File: src/rtl/bus_control_unit_pq.sv
// bus_control_unit_pq: bus control unit for a 20-bit address / 16-bit data bus.
// It sequences prefetch, memory and I/O bus cycles (IDLE -> T1 -> T2 -> [TW]* -> T3).
// It also owns a power-of-two instruction prefetch queue.
// Optional feature macro: BCU_WAIT_GEN_EN adds the wait_cfg port and internal TW states.
//
// Ports:
//   clk, n_reset          clock, asynchronous active-low reset
//   ce_1 / ce_2           phase enables: ce_1 samples, ce_2 advances the T-state
//   ready                 external ready, sampled on ce_1 in T3
//   r_w, n_ube, n_mreq    bus direction, upper byte enable, cycle-in-progress
//   n_mstb, n_iostb       memory / I/O strobes
//   addr, dout, din       bus address, write data (lane-aligned), read data
//   reg_ps, pfp_set       program segment; reload of the prefetch pointer from ipq_head
//   block_prefetch        inhibits new prefetch cycles
//   ipq_head              EU consume pointer
//   ipq_bytes, ipq_len    queue storage and valid byte count
//   dp_*                  EU data port: address, write data, read data, {io,wide,write}, request,
//                         ready
//   wait_cfg              {io_waits, mem_waits}; only with BCU_WAIT_GEN_EN
module bus_control_unit_pq #(
  parameter int unsigned IPQ_DEPTH       = 8,
  parameter int unsigned PREFETCH_THRESH = 4,
  parameter int unsigned WAIT_W          = 3,
  localparam int unsigned LW             = $clog2(IPQ_DEPTH) + 1
) (
  input  logic                   clk,
  input  logic                   n_reset,
  input  logic                   ce_1,
  input  logic                   ce_2,
  input  logic                   ready,
  output logic                   r_w,
  output logic                   n_ube,
  output logic                   n_mreq,
  output logic                   n_mstb,
  output logic                   n_iostb,
  output logic [19:0]            addr,
  output logic [15:0]            dout,
  input  logic [15:0]            din,
  input  logic [15:0]            reg_ps,
  input  logic                   pfp_set,
  input  logic                   block_prefetch,
  input  logic [15:0]            ipq_head,
  output logic [8*IPQ_DEPTH-1:0] ipq_bytes,
  output logic [LW-1:0]          ipq_len,
  input  logic [19:0]            dp_addr,
  input  logic [15:0]            dp_dout,
  output logic [15:0]            dp_din,
  input  logic [2:0]             dp_cmd,
  input  logic                   dp_req,
  output logic                   dp_ready
`ifdef BCU_WAIT_GEN_EN
  ,
  input  logic [2*WAIT_W-1:0]    wait_cfg
`endif
);

  localparam int unsigned IW = $clog2(IPQ_DEPTH);

  typedef enum logic [2:0] {
    StIdle,
    StT1,
    StT2,
`ifdef BCU_WAIT_GEN_EN
    StTw,
`endif
    StT3
  } t_state_e;

  t_state_e    state_q, state_d;
  logic        r_w_q, r_w_d, n_ube_q, n_ube_d;
  logic        n_mreq_q, n_mreq_d, n_mstb_q, n_mstb_d, n_iostb_q, n_iostb_d;
  logic [19:0] addr_q, addr_d;
  logic [15:0] dout_q, dout_d, pfp_q, pfp_d, dp_din_q, dp_din_d;
  logic [7:0]  ipq_q [IPQ_DEPTH];
  logic [7:0]  ipq_d [IPQ_DEPTH];
  logic [7:0]  lo_byte_q, lo_byte_d;       // first-cycle din[15:8] of an odd word read
  logic        discard_q, discard_d, dp_busy_q, dp_busy_d, latched_q, latched_d;
  logic        cyc_pf_q, cyc_pf_d, cyc_io_q, cyc_io_d, odd_q, odd_d;
  logic        split_q, split_d, half2_q, half2_d, sec_pend_q, sec_pend_d;
`ifdef BCU_WAIT_GEN_EN
  logic [WAIT_W-1:0] wait_cnt_q, wait_cnt_d, wait_sel;
`endif

  logic          idle_ce2, t3_done, fin, pf_room, issue_sec, issue_dp, issue_pf;
  logic [15:0]   rd_data;
  logic [IW-1:0] wr_idx0, wr_idx1;
  logic          unused_head;

  assign unused_head = ^ipq_head[15:LW];

  assign ipq_len  = pfp_set ? '0 : (pfp_q[LW-1:0] - ipq_head[LW-1:0]);
  assign pf_room  = (ipq_len <= LW'(IPQ_DEPTH - PREFETCH_THRESH));
  assign idle_ce2 = (state_q == StIdle) & ce_2;
  assign t3_done  = (state_q == StT3) & ce_1 & ready;
  // Final cycle of a data transfer: not a prefetch and not the first half of a split word.
  assign fin      = t3_done & ~cyc_pf_q & ~(split_q & ~half2_q);

  // Arbitration priority: split second half, then data request, then prefetch.
  assign issue_sec = idle_ce2 & sec_pend_q;
  assign issue_dp  = idle_ce2 & ~sec_pend_q & (dp_req | latched_q);
  assign issue_pf  = idle_ce2 & ~sec_pend_q & ~(dp_req | latched_q) & ~block_prefetch &
                     ~pfp_set & pf_room;

  assign rd_data = ~odd_q  ? din :
                   split_q ? {din[7:0], lo_byte_q} : {din[7:0], din[15:8]};

  assign wr_idx0 = pfp_q[IW-1:0];
  assign wr_idx1 = wr_idx0 + IW'(1);

`ifdef BCU_WAIT_GEN_EN
  assign wait_sel = cyc_io_q ? wait_cfg[2*WAIT_W-1:WAIT_W] : wait_cfg[WAIT_W-1:0];
`endif

  always_comb begin
    state_d    = state_q;
    r_w_d      = r_w_q;
    n_ube_d    = n_ube_q;
    n_mreq_d   = n_mreq_q;
    n_mstb_d   = n_mstb_q;
    n_iostb_d  = n_iostb_q;
    addr_d     = addr_q;
    dout_d     = dout_q;
    pfp_d      = pfp_q;
    dp_din_d   = dp_din_q;
    lo_byte_d  = lo_byte_q;
    discard_d  = discard_q;
    dp_busy_d  = dp_busy_q;
    latched_d  = latched_q;
    cyc_pf_d   = cyc_pf_q;
    cyc_io_d   = cyc_io_q;
    odd_d      = odd_q;
    split_d    = split_q;
    half2_d    = half2_q;
    sec_pend_d = sec_pend_q;
    ipq_d      = ipq_q;
`ifdef BCU_WAIT_GEN_EN
    wait_cnt_d = wait_cnt_q;
`endif

    unique case (state_q)
      StIdle: begin
        if (ce_2) begin
          n_mreq_d  = 1'b1;
          n_mstb_d  = 1'b1;
          n_iostb_d = 1'b1;
          if (issue_sec | issue_dp | issue_pf) state_d = StT1;
        end
      end
      StT1: begin
        if (ce_1)      n_mreq_d = 1'b0;
        else if (ce_2) state_d  = StT2;
      end
      StT2: begin
        if (ce_1) begin
          if (cyc_io_q) n_iostb_d = 1'b0;
          else          n_mstb_d  = 1'b0;
        end else if (ce_2) begin
`ifdef BCU_WAIT_GEN_EN
          if (wait_sel != '0) begin
            state_d    = StTw;
            wait_cnt_d = wait_sel - WAIT_W'(1);
          end else begin
            state_d = StT3;
          end
`else
          state_d = StT3;
`endif
        end
      end
`ifdef BCU_WAIT_GEN_EN
      StTw: begin
        if (ce_2) begin
          if (wait_cnt_q == '0) state_d    = StT3;
          else                  wait_cnt_d = wait_cnt_q - WAIT_W'(1);
        end
      end
`endif
      StT3: begin
        if (ce_1 & ready) state_d = StIdle;
      end
      default: state_d = StIdle;
    endcase

    if (issue_sec) begin
      addr_d     = addr_q + 20'd1;
      n_ube_d    = 1'b1;
      half2_d    = 1'b1;
      sec_pend_d = 1'b0;
    end

    if (issue_dp) begin
      addr_d    = dp_addr;
      r_w_d     = ~dp_cmd[0];
      n_ube_d   = ~(dp_cmd[1] | dp_addr[0]);
      dout_d    = dp_addr[0] ? {dp_dout[7:0], dp_dout[15:8]} : dp_dout;
      cyc_pf_d  = 1'b0;
      cyc_io_d  = dp_cmd[2];
      odd_d     = dp_addr[0];
      split_d   = dp_cmd[1] & dp_addr[0];
      half2_d   = 1'b0;
      dp_busy_d = 1'b1;
      latched_d = 1'b0;
    end else if (dp_req) begin
      latched_d = 1'b1;
    end

    if (issue_pf) begin
      addr_d    = {reg_ps, 4'h0} + {4'h0, pfp_q};
      r_w_d     = 1'b1;
      n_ube_d   = 1'b0;
      cyc_pf_d  = 1'b1;
      cyc_io_d  = 1'b0;
      discard_d = 1'b0;
    end

    if (t3_done) begin
      if (cyc_pf_q) begin
        if (~discard_q & ~pfp_set) begin
          if (pfp_q[0]) begin
            ipq_d[wr_idx0] = din[15:8];
            pfp_d          = pfp_q + 16'd1;
          end else begin
            ipq_d[wr_idx0] = din[7:0];
            ipq_d[wr_idx1] = din[15:8];
            pfp_d          = pfp_q + 16'd2;
          end
        end
      end else if (split_q & ~half2_q) begin
        sec_pend_d = 1'b1;
        lo_byte_d  = din[15:8];
      end else begin
        dp_busy_d = 1'b0;
        dp_din_d  = rd_data;
      end
    end

    // Reload wins over any queue update; the in-flight fetch is marked stale.
    if (pfp_set) begin
      pfp_d     = ipq_head;
      discard_d = 1'b1;
    end
  end

  always_ff @(posedge clk or negedge n_reset) begin
    if (!n_reset) begin
      state_q    <= StIdle;
      r_w_q      <= 1'b1;
      n_ube_q    <= 1'b1;
      n_mreq_q   <= 1'b1;
      n_mstb_q   <= 1'b1;
      n_iostb_q  <= 1'b1;
      addr_q     <= '0;
      dout_q     <= '0;
      pfp_q      <= '0;
      dp_din_q   <= '0;
      lo_byte_q  <= '0;
      discard_q  <= 1'b0;
      dp_busy_q  <= 1'b0;
      latched_q  <= 1'b0;
      cyc_pf_q   <= 1'b0;
      cyc_io_q   <= 1'b0;
      odd_q      <= 1'b0;
      split_q    <= 1'b0;
      half2_q    <= 1'b0;
      sec_pend_q <= 1'b0;
      for (int i = 0; i < IPQ_DEPTH; i++) ipq_q[i] <= '0;
`ifdef BCU_WAIT_GEN_EN
      wait_cnt_q <= '0;
`endif
    end else begin
      state_q    <= state_d;
      r_w_q      <= r_w_d;
      n_ube_q    <= n_ube_d;
      n_mreq_q   <= n_mreq_d;
      n_mstb_q   <= n_mstb_d;
      n_iostb_q  <= n_iostb_d;
      addr_q     <= addr_d;
      dout_q     <= dout_d;
      pfp_q      <= pfp_d;
      dp_din_q   <= dp_din_d;
      lo_byte_q  <= lo_byte_d;
      discard_q  <= discard_d;
      dp_busy_q  <= dp_busy_d;
      latched_q  <= latched_d;
      cyc_pf_q   <= cyc_pf_d;
      cyc_io_q   <= cyc_io_d;
      odd_q      <= odd_d;
      split_q    <= split_d;
      half2_q    <= half2_d;
      sec_pend_q <= sec_pend_d;
      ipq_q      <= ipq_d;
`ifdef BCU_WAIT_GEN_EN
      wait_cnt_q <= wait_cnt_d;
`endif
    end
  end

  for (genvar i = 0; i < IPQ_DEPTH; i++) begin : g_ipq_out
    assign ipq_bytes[8*i +: 8] = ipq_q[i];
  end

  assign r_w      = r_w_q;
  assign n_ube    = n_ube_q;
  assign n_mreq   = n_mreq_q;
  assign n_mstb   = n_mstb_q;
  assign n_iostb  = n_iostb_q;
  assign addr     = addr_q;
  assign dout     = dout_q;
  // Read data and ready are visible combinationally in the completing cycle.
  assign dp_din   = fin ? rd_data : dp_din_q;
  assign dp_ready = ~dp_req & ~latched_q & (~dp_busy_q | fin);

endmodule
File: config.mk
export PLATFORM = sky130hd
export DESIGN_NAME = bus_control_unit_pq
export DESIGN_NICKNAME = d
export VERILOG_FILES = /design/src/rtl/bus_control_unit_pq.sv
export SDC_FILE = /design/constraint.sdc
export NUM_CORES = 1
export LEC_CHECK = 0
export CORE_MARGIN = 2
export CORE_UTILIZATION = 49
export DETAILED_ROUTE_END_ITERATION = 10
export PLACE_DENSITY = 0.89
export REMOVE_ABC_BUFFERS = 1
export SLEW_MARGIN = 5
export SYNTH_ARGS = -nofsm -noshare
export SYNTH_HDL_FRONTEND = slang
export SYNTH_SLANG_ARGS = --single-unit
File: constraint.sdc
create_clock -name clk -period 2.8 [get_ports clk]
set_input_delay 0.42 -clock clk [delete_from_list [all_inputs] [get_ports clk]]
set_output_delay 0.42 -clock clk [all_outputs]
set_load 0.01 [all_outputs]
; ---- After elaboration in Yosys (flattened, before gate mapping)
; Index checks and enable logic that the tools add are counted.
; Widths: inputs -> output; s select.
[classes]
n_mux = 60
n_div = 0
n_lt_le_gt_ge = 5
add_sub_neg = 6
reduce_logical = 21
n_mul = 0
n_shift = 0
bitwise = 38
n_eq_ne = 14
[op_table]
columns = op, count
row1 = $bwmux 64, 3
row2 = $mux 16, 8
row3 = $mux 64, 1
row4 = $mux 20, 3
row5 = $demux 8 s3, 2
row6 = $mux 1, 28
row7 = $mux 8, 3
row8 = $mux 3, 7
row9 = $add 20x1->20 const B, 1
row10 = $add 20x16->20, 1
row11 = $and 1x1->1, 18
row12 = $ne 2x2->1 const B, 9
row13 = $reduce_bool 2->1, 9
row14 = $add 16x1->16 const B, 1
row15 = $add 16x2->16 const B, 1
row16 = $reduce_and 3->1, 5
row17 = $not 1->1, 13
row18 = $pmux 3 s4, 1
row19 = $ge 4x4->1 const B, 2
row20 = $lt 4x1->1 const B, 2
row21 = $not 3->4, 2
row22 = $reduce_and 4->1, 2
row23 = $reduce_and 7->1, 1
row24 = $eq 3x2->1 const B, 2
row25 = 11 further kinds, 19
[totals]
reg_bits = 157
n_memories = 0
word_cells = 172
latch_bits = 0
ramBits = 0
mem_bits_ro = 0

; ---- Depth between registers and ports, before layout
; Gate-level depths: netlist (run 1).
[logic_depth]
word_depth = 11
depth_mapped = 13
mapped_depth_nobuf = 10

; ---- Worst setup path after synthesis (run 1)
; No wires, ideal clock.
[synth_path]
path_type = reg-to-reg
from = register pfp_q[0]
to = register state_q[1]
required_ns = 2.672
path_slack_ns = 0.294
arrival_time_ns = 2.378
stages_incl_launch_ff = 12
setup_ns = 0.128
period_less_slack_ns = 2.506
path_cell_list = dfrtp_1 buf_2 inv_1 ha_1 inv_1 fa_1 xnor2_1 nor2_1 o21ai_0 o2111ai_2 a31oi_1 mux2_1
[synth_via]
elab_chain_len = 7
[synth_rtl]
columns = item, line
row1 = "start, declared", 73  ; logic [15:0] dout_q, dout_d, pfp_q, pfp_d, dp_din_q, dp_din_d;
row2 = "start signal, assigned", 279  ; pfp_q <= pfp_d;
row3 = $sub 4x4->4, 91  ; assign ipq_len = pfp_set ? '0 : (pfp_q[LW-1:0] - ipq_head[LW-1:0]);
row4 = $mux 4, 91
row5 = named net ipq_len[2], 44  ; output logic [LW-1:0] ipq_len,
row6 = $le 4x3->1, 92  ; assign pf_room = (ipq_len <= LW'(IPQ_DEPTH - PREFETCH_THRESH));
row7 = $and 1x1->1, 102  ; ~pfp_set & pf_room;
row8 = $or 1x1->1, 146  ; if (issue_sec | issue_dp | issue_pf) state_d = StT1;
row9 = $ne 2x1->1 (no source line), n/a
row10 = $reduce_and 7->1 (no source line), n/a
row11 = "end signal, assigned", 246  ; state_q <= StIdle;
row12 = "end signal, assigned", 271  ; state_q <= state_d;
row13 = "end, declared", 69  ; t_state_e state_q, state_d;
; The timed path passes the listed nets, and every way through them passes these cells.
; A chain may end at the register's enable or synchronous reset.

; ---- Final worst setup path (run 1)
[layout_path]
from = register state_q[1]
to = output port dp_din[10]
[layout_via]
elab_chain_len = 6
[layout_rtl]
columns = item, line
row1 = $eq 3x2->1, 94  ; assign t3_done = (state_q == StT3) & ce_1 & ready;
row2 = $and 1x1->1 (2 in series), 94
row3 = $and 1x1->1 (2 in series), 96  ; assign fin = t3_done & ~cyc_pf_q & ~(split_q & ~half2_q);
row4 = $mux 16, 310  ; assign dp_din = fin ? rd_data : dp_din_q;
row5 = "end, declared", 47  ; output logic [15:0] dp_din,
; No other way between the ends.

==> summary.txt, run 1 <==
Routing
  – Detail Route Antenna Nets: 0
  – WL per Instance: roughly 17 um
  – # DRC: 0
  – Vias: just over 7,000
  – Routed wire length: around 23 mm
  – Vias per cell: 5.49
  – Iter 0 DRT Violations: 449
  – Pre-antenna DRT Iters: 5

Floorplanning
  – IO Pins: around 220
  – Core Area: roughly 16,000 um2
  – Die width: between 100 and 150 um
  – Std-Cell Rows: 47
  – Initial Util: around half
  – Die height: between 100 and 150 um
  – Die area: 17,700 um2

Clock tree
  – TritonCTS clock tree: built
  – Clock transition at path regs: approximately 0.070 ns
  – CTS Buffer Depth: 2
  – CTS Buf Count: 17
  – Clock Sinks: approximately 160
  – Later-pin clock latency in the skew report: 0.44 ns
  – H-tree levels: 4
  – CTS root buf: clkbuf_16

Timing
  – Final hold violation count: 0
  – FMAX: 0.384 GHz
  – Final WS setup: approximately 0.19 ns
  – Setup tns final: 0 ns
  – RSZ-0062 raised after global routing: no
  – Worst Tran Pin Value: slightly below 0.7 ns
  – Fin crit share: 93.1%
  – # setup viols final: 0
  – Final Slew Violations: 0
  – Clock Skews: between 0.01 and 0.015 ns
  – Worst slew margin: 54.8%
  – Fin crit period: roughly 2.6 ns

Place
  – I/O Buffers: 220
  – RePlAce Congestion: between 0.9 and 1
  – Place WS: -0.0696 ns
  – Dpl hpwl: between 15 and 20 mm
  – Post-DP Area: between 10,000 and 15,000 um2

Synth
  – Post-synth EDFFs: 0
  – Top_reg_cell synth: dfrtp_1
  – Synth Area in Adders: under 10%
  – Compound-cell area share of the yosys netlist: a little over an eighth
  – Synth cell types: 59
  – Yosys top cell area share: a little under half
  – Main combinational cell family by area after synthesis: simple AND/OR/NAND/NOR gates
  – Synthesized flop and latch total: roughly 160
  – Post-synth ARST share: between 90% and 100%
  – Mapped Cells: slightly above 800
  – Seq/Total Area, Yosys: between 40% and 50%
  – Dominant cells by area after synthesis: dfrtp_1 46%, nand2_1 7.6%, o21ai_0 6.7%
  – Avg Inst Size Synth: 9.84 um2
  – Post-synthesis mux area share: 10.1%
  – Synth Area in XOR/XNOR: under 10%
  – Largest area contributor in the netlist: dfrtp_1
  – Synthesized area: roughly 8100 um2
  – Syn. warnings: 0
  – Post-synthesis simple-gate area fraction: 16.2%

Cells and area
  – Final core utilization: roughly 70%
  – Commonest non-fill, non-tap cell in the layout: clkdlybuf4s50_1
  – Proportion of layout cells with a drive suffix above 1: between 10 and 15%
  – Post-route cell area: about 11,000 um2
  – Area grow syn2layout: 40.1%
  – Most frequent cells in the layout: 199 x clkdlybuf4s50_1, 166 x nand2_1, 147 x dfrtp_1, 101 x o21ai_0, 40 x mux2_2
  – # diodes: 0
  – Fill count: about 1,200
  – Layout Nets: roughly 1,200
  – Storage cell area: 3920 um2
  – Multi-input gate area: 4050 um2

Setup path
  – Critical-path cell list: ha_4, nand3_1, nor2_1, nand2_1, buf_12, o21ai_0, dlygate4sd2_1
  – Worst EP required: ~2.4 ns
  – Worst Path Max Fanout: 33
  – WP data arrival: approximately 2.2 ns
  – Delay-heaviest family, CP: buffers and inverters
  – Slowest CP cell: dfrtp_1
  – Max incr delay on CP: roughly 0.4 ns
  – Crit Path Category: register to output pin
  – Worst Setup End Kind: output pin
  – CP Buf/Inv Count: 2
  – CP startpoint kind: register

GRT
  – Gr usage total: between 20% and 30%
  – Grt ovf: 0
  – Number of global-route vias before repair: between 7,000 and 8,000
  – Initial antenna violation count: 0
  – Largest net degree at the start of global routing: 53
  – First-pass GRT wire length: around 36 mm

Pwr
  – Switching power: 0.00300 W
  – Gate power share: about a third
  – Flop pwr share: a little under two fifths
  – Pwr/cell area: around 770 nW/um2
  – Switching Fraction: between 30% and 40%
  – Leakage: between 5 and 6 nW
  – P_int: around 0.0058 W
  – Part of the power in the clock network: 28.2%
  – Final Power: ~0.0088 W
  – Peak supply drop: about 450 uV

Min path
  – Worst hold path class: register to register

Flow run
  – # Max-Cap Violations: 0

Run status
  – Status: finished, final reports clean
## worst reg2reg max path: stages, from the launching register on
cell and delay, ns:
dfrtp_1 0.38, inv_2 0.10, ha_1 0.18, inv_1 0.06, fa_1 0.37, xnor2_1 0.17, nor2_1 0.07, o21ai_0 0.10
buf_4 0.16, o2111ai_2 0.11, a31oi_1 0.26, mux2_1 0.34
## cells in the mapped netlist, types with 10 or more instances
cell type,instances
mux2_2,40
inv_1,17
dfrtp_1,151
ha_1,28
mux2i_1,36
nand3_1,11
a21oi_1,13
buf_2,10
xnor2_1,23
o21ai_0,109
nor2_1,38
nand4_1,14
nand2_1,166
clkbuf_1,19
xor2_1,23
o21ai_1,11
## registers in the layout, indices dropped and copies added, names as in the netlist
signal and count:
split_q 1, cyc_pf_q 1, state_q 2, n_mreq 1
n_iostb 1, n_mstb 1, ipq_bytes 64, cyc_io_q 1
latched_q 1, dp_din_q 16, sec_pend_q 1, lo_byte_q 8
r_w 1, dp_busy_q 1, half2_q 1, n_ube 1
dout 16, pfp_q 16, addr 20, discard_q 1
odd_q 1
## power groups by stage
| stage | combinational, W | clock [W] | sequential (W) |
|---|---|---|---|
| 6_report | 0.00298 | 0.00248 | 0.00332 |
| 5_1_grt | 0.00325 | 0.00261 | 0.00339 |
| 4_1_cts | 0.00300 | 0.00250 | 0.00331 |
| 3_5_place_dp | 0.00303 | 0 | 0.00333 |
| 3_3_place_gp | 0.00294 | 0 | 0.00331 |
| 2_1_floorplan | 0.00144 | 0 | 0.00335 |
## metrics by stage
| step | hold WS [ns] | std cells |
|---|---|---|
| 6_report | 0.474 | 1300 |
| 5_1_grt | 0.499 | 1300 |
| 4_1_cts | 0.476 | 1299 |
| 3_5_place_dp | 0.395 | 1266 |
| 3_3_place_gp | 0.393 | 1266 |
| 2_1_floorplan | 0.124 | 794 |
## kinds of logic (layout without fill, tap and decap cells)
| kind of cell | after synthesis | after routing |
|---|---|---|
| AND/OR/NAND/NOR | 284 | 284 |
| adder cells (fa/ha/maj) | 30 | 30 |
| AO/OA/AOI/OAI | 183 | 183 |
| XOR/XNOR | 47 | 47 |
| buffers and inverters | 51 | 303 |
| multiplexers | 77 | 77 |
| flip-flops | 156 | 156 |
## final timing paths
check	from	end	slack (ns)	depth (start not counted)
worst max-delay path	state_q[1]$_DFFE_PN0P_	dp_din[10]	0.19	7
worst min-delay path	n_iostb$_DFFE_PN1P_	n_iostb$_DFFE_PN1P_	0.47	2
worst max register to register	pfp_q[0]$_DFFE_PN0P_	state_q[1]$_DFFE_PN0P_	0.41	11
worst min register to register	n_iostb$_DFFE_PN1P_	n_iostb$_DFFE_PN1P_	0.47	2
max in group asynchronous	n_reset	dout[11]$_DFFE_PN0P_	1.54	3
min in group asynchronous	n_reset	dp_din_q[5]$_DFFE_PN0P_	0.50	2
## per-layer routing
layer  part of all wire (%)  track usage (%)
met4                    3.9             12.7
met5                      0                0
met1                     42             33.0
met2                     48             42.2
met3                    5.6             5.67
## repair_timing
action	4_1_cts	5_1_grt
setup endpoints to repair	20	6
setup buffers	0	1
hold buffers	1	0
gates resized for setup	28	6
pin swaps	0	1
endpoints found under the hold margin	49	0
gates cloned	0	0
## final cells by class
cell class / count / share of cell area (%)
repair buffers: 254 / 21.8
multi-input cells: 621 / 35.5
well taps: 220 / 2.41
clock buffers: 17 / 3.73
flip-flops and latches: 156 / 34.3
clock inverters: 15 / 1.80
inverters: 17 / 0.559
No activity file was read; power rests on OpenSTA's default activity.
==> run 2, diff against run 1 <==
Settings changed: CORE_MARGIN 2 to not set.
==> run 2 against run 1 <==
Against the previous run: the flow now finishes with violations (negative hold slack); final area is 0.38% lower; power shrank 1.8%; fmax decreased by 1.4%; critical path type is now input pin to output pin.
==> summary.txt, run 2 (synthesis results as in run 1) <==
Clock tree
  – H-tree levels: 4 (unchanged)
  – Later-pin clock latency in the skew report: 0.43 ns (about the same)
  – Clock transition at path regs: 0.06 ns (about the same)
  – CTS Buf Count: 17 (unchanged)
  – CTS Buffer Depth: 2 (unchanged)
  – TritonCTS clock tree: built
  – CTS root buf: clkbuf_16
  – Clock Sinks: 156 (unchanged)

Run status
  – Status: finished, violations left
  – Failing checks: negative hold slack

Routing
  – Detail Route Antenna Nets: 0 (unchanged)
  – Vias: 7,045 (-1.3%)
  – WL per Instance: 17.1 um (-1.8%)
  – Vias per cell: 5.44 (-0.86%)
  – Routed wire length: 22.1 mm (-2.3%)
  – Pre-antenna DRT Iters: 6 (+1)
  – # DRC: 0 (unchanged)
  – Iter 0 DRT Violations: 374 (-17%)

Timing
  – Clock Skews: 0.00870 ns (-0.00381 ns)
  – Fin crit share: 94.4% (+1.3 points)
  – Worst Tran Pin Value: 0.693 ns (+0.0195 ns)
  – FMAX: 0.378 GHz (-1.4%)
  – Final hold violation count: 1 (+1)
  – RSZ-0062 raised after global routing: no
  – Final Slew Violations: 0 (unchanged)
  – Fin crit period: 2.64 ns (+0.0376 ns)
  – WHS: -0.00656 ns (-0.480 ns)
  – Worst slew margin: 53.5% (-1.3 points)
  – # setup viols final: 0 (unchanged)

Min path
  – Worst hold path class: input pin to async pin

Place
  – RePlAce Congestion: 0.855 (-8.5%)
  – Post-DP Area: 10,800 um2 (unchanged)
  – Dpl hpwl: 16.2 mm (-2.8%)
  – I/O Buffers: 220 (unchanged)
  – Dpl cells: 1,261 (-0.39%)

Pwr
  – Leakage: 5.11 nW (-0.30%)
  – Pwr/cell area: 758 nW/um2 (-1.4%)
  – Peak supply drop: 622 uV (+38%)

Cells and area
  – Multi-input gate area: 4050 um2 (about the same)
  – Commonest non-fill, non-tap cell in the layout: clkdlybuf4s50_1
  – Non-filler instance count after layout: 1,294 (-0.46%)
  – Fill count: 1,162 (-4.0%)
  – Post-route cell area: 11,400 um2 (-0.38%)
  – Most frequent cells in the layout: 199 x clkdlybuf4s50_1, 166 x nand2_1, 147 x dfrtp_1, 100 x o21ai_0, 40 x mux2_2
  – Area grow syn2layout: 39.6%
  – Storage cell area: 3920 um2 (unchanged)
  – Final core utilization: 70.8% (+1.2 points)
  – Layout Nets: 1,190 (-0.17%)
  – Proportion of layout cells with a drive suffix above 1: 12.2% (-0.26 points)
  – # diodes: 0 (unchanged)
  – Max reg flops: 64 (unchanged)

Setup path
  – R2R depth: 11 (unchanged)
  – Crit Path Category: input pin to output pin
  – Worst Path Max Fanout: 2 (-94%)
  – WP data arrival: 2.22 ns (+0.03 ns)
  – R2R Setup Slk: 0.38 ns (-0.03 ns)
  – Reg2reg start: pfp_q[0]$_DFFE_PN0P_
  – Worst Setup End Kind: output pin
  – Worst EP required: 2.38 ns (about the same)
  – CP startpoint kind: input pin
  – FF-to-FF End: state_q[1]$_DFFE_PN0P_

GRT
  – Number of global-route vias before repair: 6,749 (-4.5%)
  – Largest net degree at the start of global routing: 75 (+42%)
  – First-pass GRT wire length: 34.6 mm (-4.3%)
  – Gr usage total: 26.6% (+0.61 points)
  – Grt ovf: 0 (unchanged)
  – Initial antenna violation count: 0 (unchanged)

Floorplanning
  – IO Pins: 221 (unchanged)
  – Initial Util: 50.7% (+1.1 points)
  – Std-Cell Rows: 46 (-2.1%)
  – Die area: 17,200 um2 (-3.0%)
  – Core Area: 16,100 um2 (-2.1%)
  – Die width: 131 um (-1.5%)
  – Die height: 131 um (-1.5%)

Flow run
  – # Max-Cap Violations: 0 (unchanged)
## run 2: where the power goes
| part | internal (W) | leakage, nW | total, W | switching, W |
|---|---|---|---|---|
| Combinational | 0.00155 | 2.84 | 0.00302 | 0.00146 |
| Sequential | 0.00281 | 2.00 | 0.00331 | 0.000503 |
| Clock | 0.00135 | 0.275 | 0.00230 | 0.000949 |
## run 2: how the worst max path moves through the flow
stage / startpoint / to / slack [ns] / cells after the start
2_1_floorplan: dp_req / addr[17]$_DFFE_PN0P_ / -1.74 / 5
3_3_place_gp: ipq_head[0] / ipq_len[2] / -0.08 / 8
3_5_place_dp: ipq_head[0] / state_q[1]$_DFFE_PN0P_ / -0.1 / 11
4_1_cts: state_q[1]$_DFFE_PN0P_ / dp_din[10] / 0.003 / 7
5_1_grt: state_q[0]$_DFFE_PN0P_ / dp_din[4] / 0.03 / 7
6_report: ipq_head[0] / ipq_len[2] / 0.16 / 8
## run 2: critical path, cell delays in order
cell	delay, ns
clkdlybuf4s50_1	0.53
ha_1	0.19
inv_1	0.05
fa_1	0.37
xnor2_1	0.17
nor2_1	0.07
buf_4	0.14
dlygate4sd2_1	0.27
## run 2: stage by stage
| stage | hold WS [ns] | worst slack, ns | setup TNS (ns) | total power, W |
|---|---|---|---|---|
| floorplan | 0.124 | -1.74 | -52.38 | 0.00479 |
| global placement | 0.455 | -0.0805 | -0.189 | 0.00625 |
| detailed placement | 0.465 | -0.0992 | -0.478 | 0.00636 |
| CTS | 0.0269 | 0.00269 | 0 | 0.00864 |
| global route | 0.0649 | 0.0340 | 0 | 0.00909 |
| finish | -0.00656 | 0.155 | 0 | 0.00862 |
## run 2: area by class of cell
type / instances / area share [%]
multi-input cells: 621 / 35.6
flip-flops and latches: 156 / 34.4
repair buffers: 252 / 21.9
clock buffers: 21 / 3.96
well taps: 216 / 2.38
clock inverters: 11 / 1.19
inverters: 17 / 0.561
## run 2: metal layers
| layer | wire [um] | global-route usage (%) |
|---|---|---|
| met1 | 9550 | 34.0 |
| met4 | 578 | 10.3 |
| met2 | 10800 | 43.9 |
| met3 | 1130 | 5.86 |
| met5 | 0 | 0 |
## run 2: what timing repair did
item                                   CTS  global route
setup endpoints to repair               20             8
endpoints found under the hold margin    0             0
cloned                                   0             0
pin swaps                                0             1
resized for setup                       26            10
hold buffers                             0             0
buffers inserted                         0             1
==> run 3, diff against run 2 <==
Settings changed: CORE_UTILIZATION 49 to 40, PLACE_DENSITY 0.89 to 0.76.
==> run 3 against run 2 <==
Against the previous run: the flow still finishes with violations (negative hold slack); count of clock-buffer cells in the layout shrank 1; worst hold slack is essentially flat; first-iteration DRC count grew 3.2%; flip-flop and latch count is the same; non-clock buffer count grew 1; die area grew 22%; global-route usage shrank 4.4 points; wire length grew 2.3%; critical path depth is the same; sequential share of layout area shrank 0.28 points; via count shrank 2.5%; fmax is essentially flat.
==> summary.txt, run 3 (synthesis results as in run 1) <==
Run status
  – Status: finished, violations left
  – Failing checks: negative hold slack

Place
  – Place WS: -0.101 ns (-0.00137 ns)
  – RePlAce Congestion: 0.921 (+7.8%)
  – Dpl hpwl: 16.8 mm (+4.0%)
  – I/O Buffers: 220 (unchanged)

Cells and area
  – Proportion of layout cells with a drive suffix above 1: 12.3% (+0.17 points)
  – Max reg flops: 64 (unchanged)
  – Layout Nets: 1,191 (+0.084%)
  – Fill count: 1,665 (+43%)
  – Final core utilization: 58.1% (-13 points)
  – Area grow syn2layout: 40.7%
  – Most frequent cells in the layout: 199 x clkdlybuf4s50_1, 166 x nand2_1, 148 x dfrtp_1, 103 x o21ai_0, 40 x mux2_2
  – Commonest non-fill, non-tap cell in the layout: clkdlybuf4s50_1
  – # diodes: 0 (unchanged)

Timing
  – Clock Skews: 0.00790 ns (-0.000801 ns)
  – Worst Tran Pin Value: 0.716 ns (+0.0229 ns)
  – RSZ-0062 raised after global routing: no
  – Final Slew Violations: 0 (unchanged)
  – Final hold violation count: 5 (+4)
  – Fin crit share: 94.4% (about the same)
  – FMAX: 0.378 GHz (about the same)
  – Final WS setup: 0.157 ns (+0.00174 ns)
  – WHS: -0.00700 ns (-0.000446 ns)
  – # setup viols final: 0 (unchanged)
  – Fin crit period: 2.64 ns (-0.00174 ns)
  – Worst slew margin: 52.1% (-1.4 points)

Setup path
  – FF-to-FF End: state_q[1]$_DFFE_PN0P_
  – WP data arrival: 2.22 ns (about the same)
  – Critical path launch point: ipq_head[0]
  – Worst Path Max Fanout: 2 (unchanged)
  – R2R depth: 10 (-1)
  – R2R Setup Slk: 0.32 ns (-0.06 ns)
  – Worst EP required: 2.38 ns (about the same)
  – Reg2reg start: pfp_q[0]$_DFFE_PN0P_
  – CP startpoint kind: input pin
  – Crit Path Category: input pin to output pin
  – Worst Setup End Kind: output pin

Routing
  – WL per Instance: 16.8 um (-1.6%)
  – Routed wire length: 22.6 mm (+2.3%)
  – Vias per cell: 5.11 (-6.1%)
  – Iter 0 DRT Violations: 386 (+3.2%)
  – Detail Route Antenna Nets: 0 (unchanged)
  – # DRC: 0 (unchanged)
  – Vias: 6,869 (-2.5%)
  – Pre-antenna DRT Iters: 5 (-1)

Pwr
  – Switching power: 0.00292 W (about the same)
  – Pwr/cell area: 759 nW/um2 (about the same)
  – Leakage: 5.12 nW (+0.15%)
  – Part of the power in the clock network: 27.6% (+1.0 points)
  – Switching Fraction: 33.5% (-0.27 points)
  – P_int: 0.00578 W (+1.3%)
  – Gate power share: 34.7% (-0.3 points)
  – Flop pwr share: 37.6% (-0.8 points)
  – Peak supply drop: 440 uV (-29%)

Floorplanning
  – Std-Cell Rows: 51 (+11%)
  – Die width: 145 um (+11%)
  – Die height: 145 um (+11%)
  – IO Pins: 221 (unchanged)
  – Core Area: 19,700 um2 (+23%)
  – Die area: 20,900 um2 (+22%)
  – Initial Util: 41.3% (-9.4 points)

GRT
  – First-pass GRT wire length: 35.1 mm (+1.5%)
  – Grt ovf: 0 (unchanged)
  – Gr usage total: 22.2% (-4.4 points)
  – Number of global-route vias before repair: 6,568 (-2.7%)
  – Initial antenna violation count: 0 (unchanged)
  – Largest net degree at the start of global routing: 66 (-12%)

Flow run
  – # Max-Cap Violations: 0 (unchanged)

Clock tree
  – CTS Buffer Depth: 2 (unchanged)
  – H-tree levels: 4 (unchanged)
  – Cts hold-fix bufs: 0 (unchanged)
  – TritonCTS clock tree: built
  – Postcts setup bufs: 0 (unchanged)
  – CTS root buf: clkbuf_16
  – Clock transition at path regs: 0.06 ns (about the same)
  – Later-pin clock latency in the skew report: 0.42 ns (about the same)
  – CTS Buf Count: 17 (unchanged)
  – Clock Sinks: 156 (unchanged)

Min path
  – Worst hold path class: input pin to async pin
-- run 3: cell count changes in the layout (fill, tap and decap cells not counted), sizes merged --
cell	delta
dlygate4sd2	+2
dlymetal6s2s	-2
buf	+1
bufinv	+1
clkbuf	-1
-- run 3: routing by layer --
layer	share of wire (%)	GRT usage, %	wire [um]	vias to the layer above
li1	-	-	-	3369
met1	46	30.3	10500	3268
met2	47	35.0	10600	207
met3	4.9	4.34	1100	25
met4	2.0	7.81	451	0
met5	0	0	0	-
-- run 3: critical path, cell delays in order --
cell	delay, ns
clkdlybuf4s50_1	0.50
ha_1	0.18
inv_1	0.06
fa_1	0.38
xnor2_1	0.20
nor2_1	0.09
buf_4	0.13
dlygate4sd2_1	0.27
-- run 3: how the worst max path moves through the flow --
stage | end | cells after the start | slack, ns
6_report | ipq_len[2] | 8 | 0.16
4_1_cts | dp_din[4] | 7 | 0.005
3_3_place_gp | state_q[1]$_DFFE_PN0P_ | 8 | -0.02
3_5_place_dp | state_q[1]$_DFFE_PN0P_ | 8 | -0.10
2_1_floorplan | addr[17]$_DFFE_PN0P_ | 5 | -1.74
5_1_grt | dp_din[2] | 7 | 0.06
-- run 3: power by group through the flow --
stage / combinational (W) / clock, W / sequential (W)
2_1_floorplan: 0.00144 / 0 / 0.00335
3_3_place_gp: 0.00301 / 0 / 0.00327
3_5_place_dp: 0.00308 / 0 / 0.00329
4_1_cts: 0.00304 / 0.00244 / 0.00326
5_1_grt: 0.00332 / 0.00254 / 0.00333
6_report: 0.00302 / 0.00240 / 0.00327
-- run 3: layout make-up --
type                       instances  area (um2)  area share, %
multi-input combinational        621        4060           35.4
sequential                       156        3910           34.1
timing repair buffer             253        2490           21.7
clock buffer                      20         447           3.90
tap                              265         332           2.89
clock inverter                    12         161           1.41
inverter                          17        63.8          0.557
-- run 3: through the flow --
step                      TNS (ns)  cells  instance area (um2)  total power (W)
after floorplan             -52.38    794                 7990          0.00479
after global placement     -0.0241   1312                10800          0.00628
after detailed placement    -0.400   1312                10800          0.00636
after CTS                        0   1344                11400          0.00875
after global routing             0   1344                11500          0.00919
final                            0   1344                11500          0.00870
-- run 3: what timing repair did --
action                     in CTS  in global routing
setup endpoints to repair      19                  6
cloned                          0                  0
pin swaps                       1                  0
resized for setup              26                  7
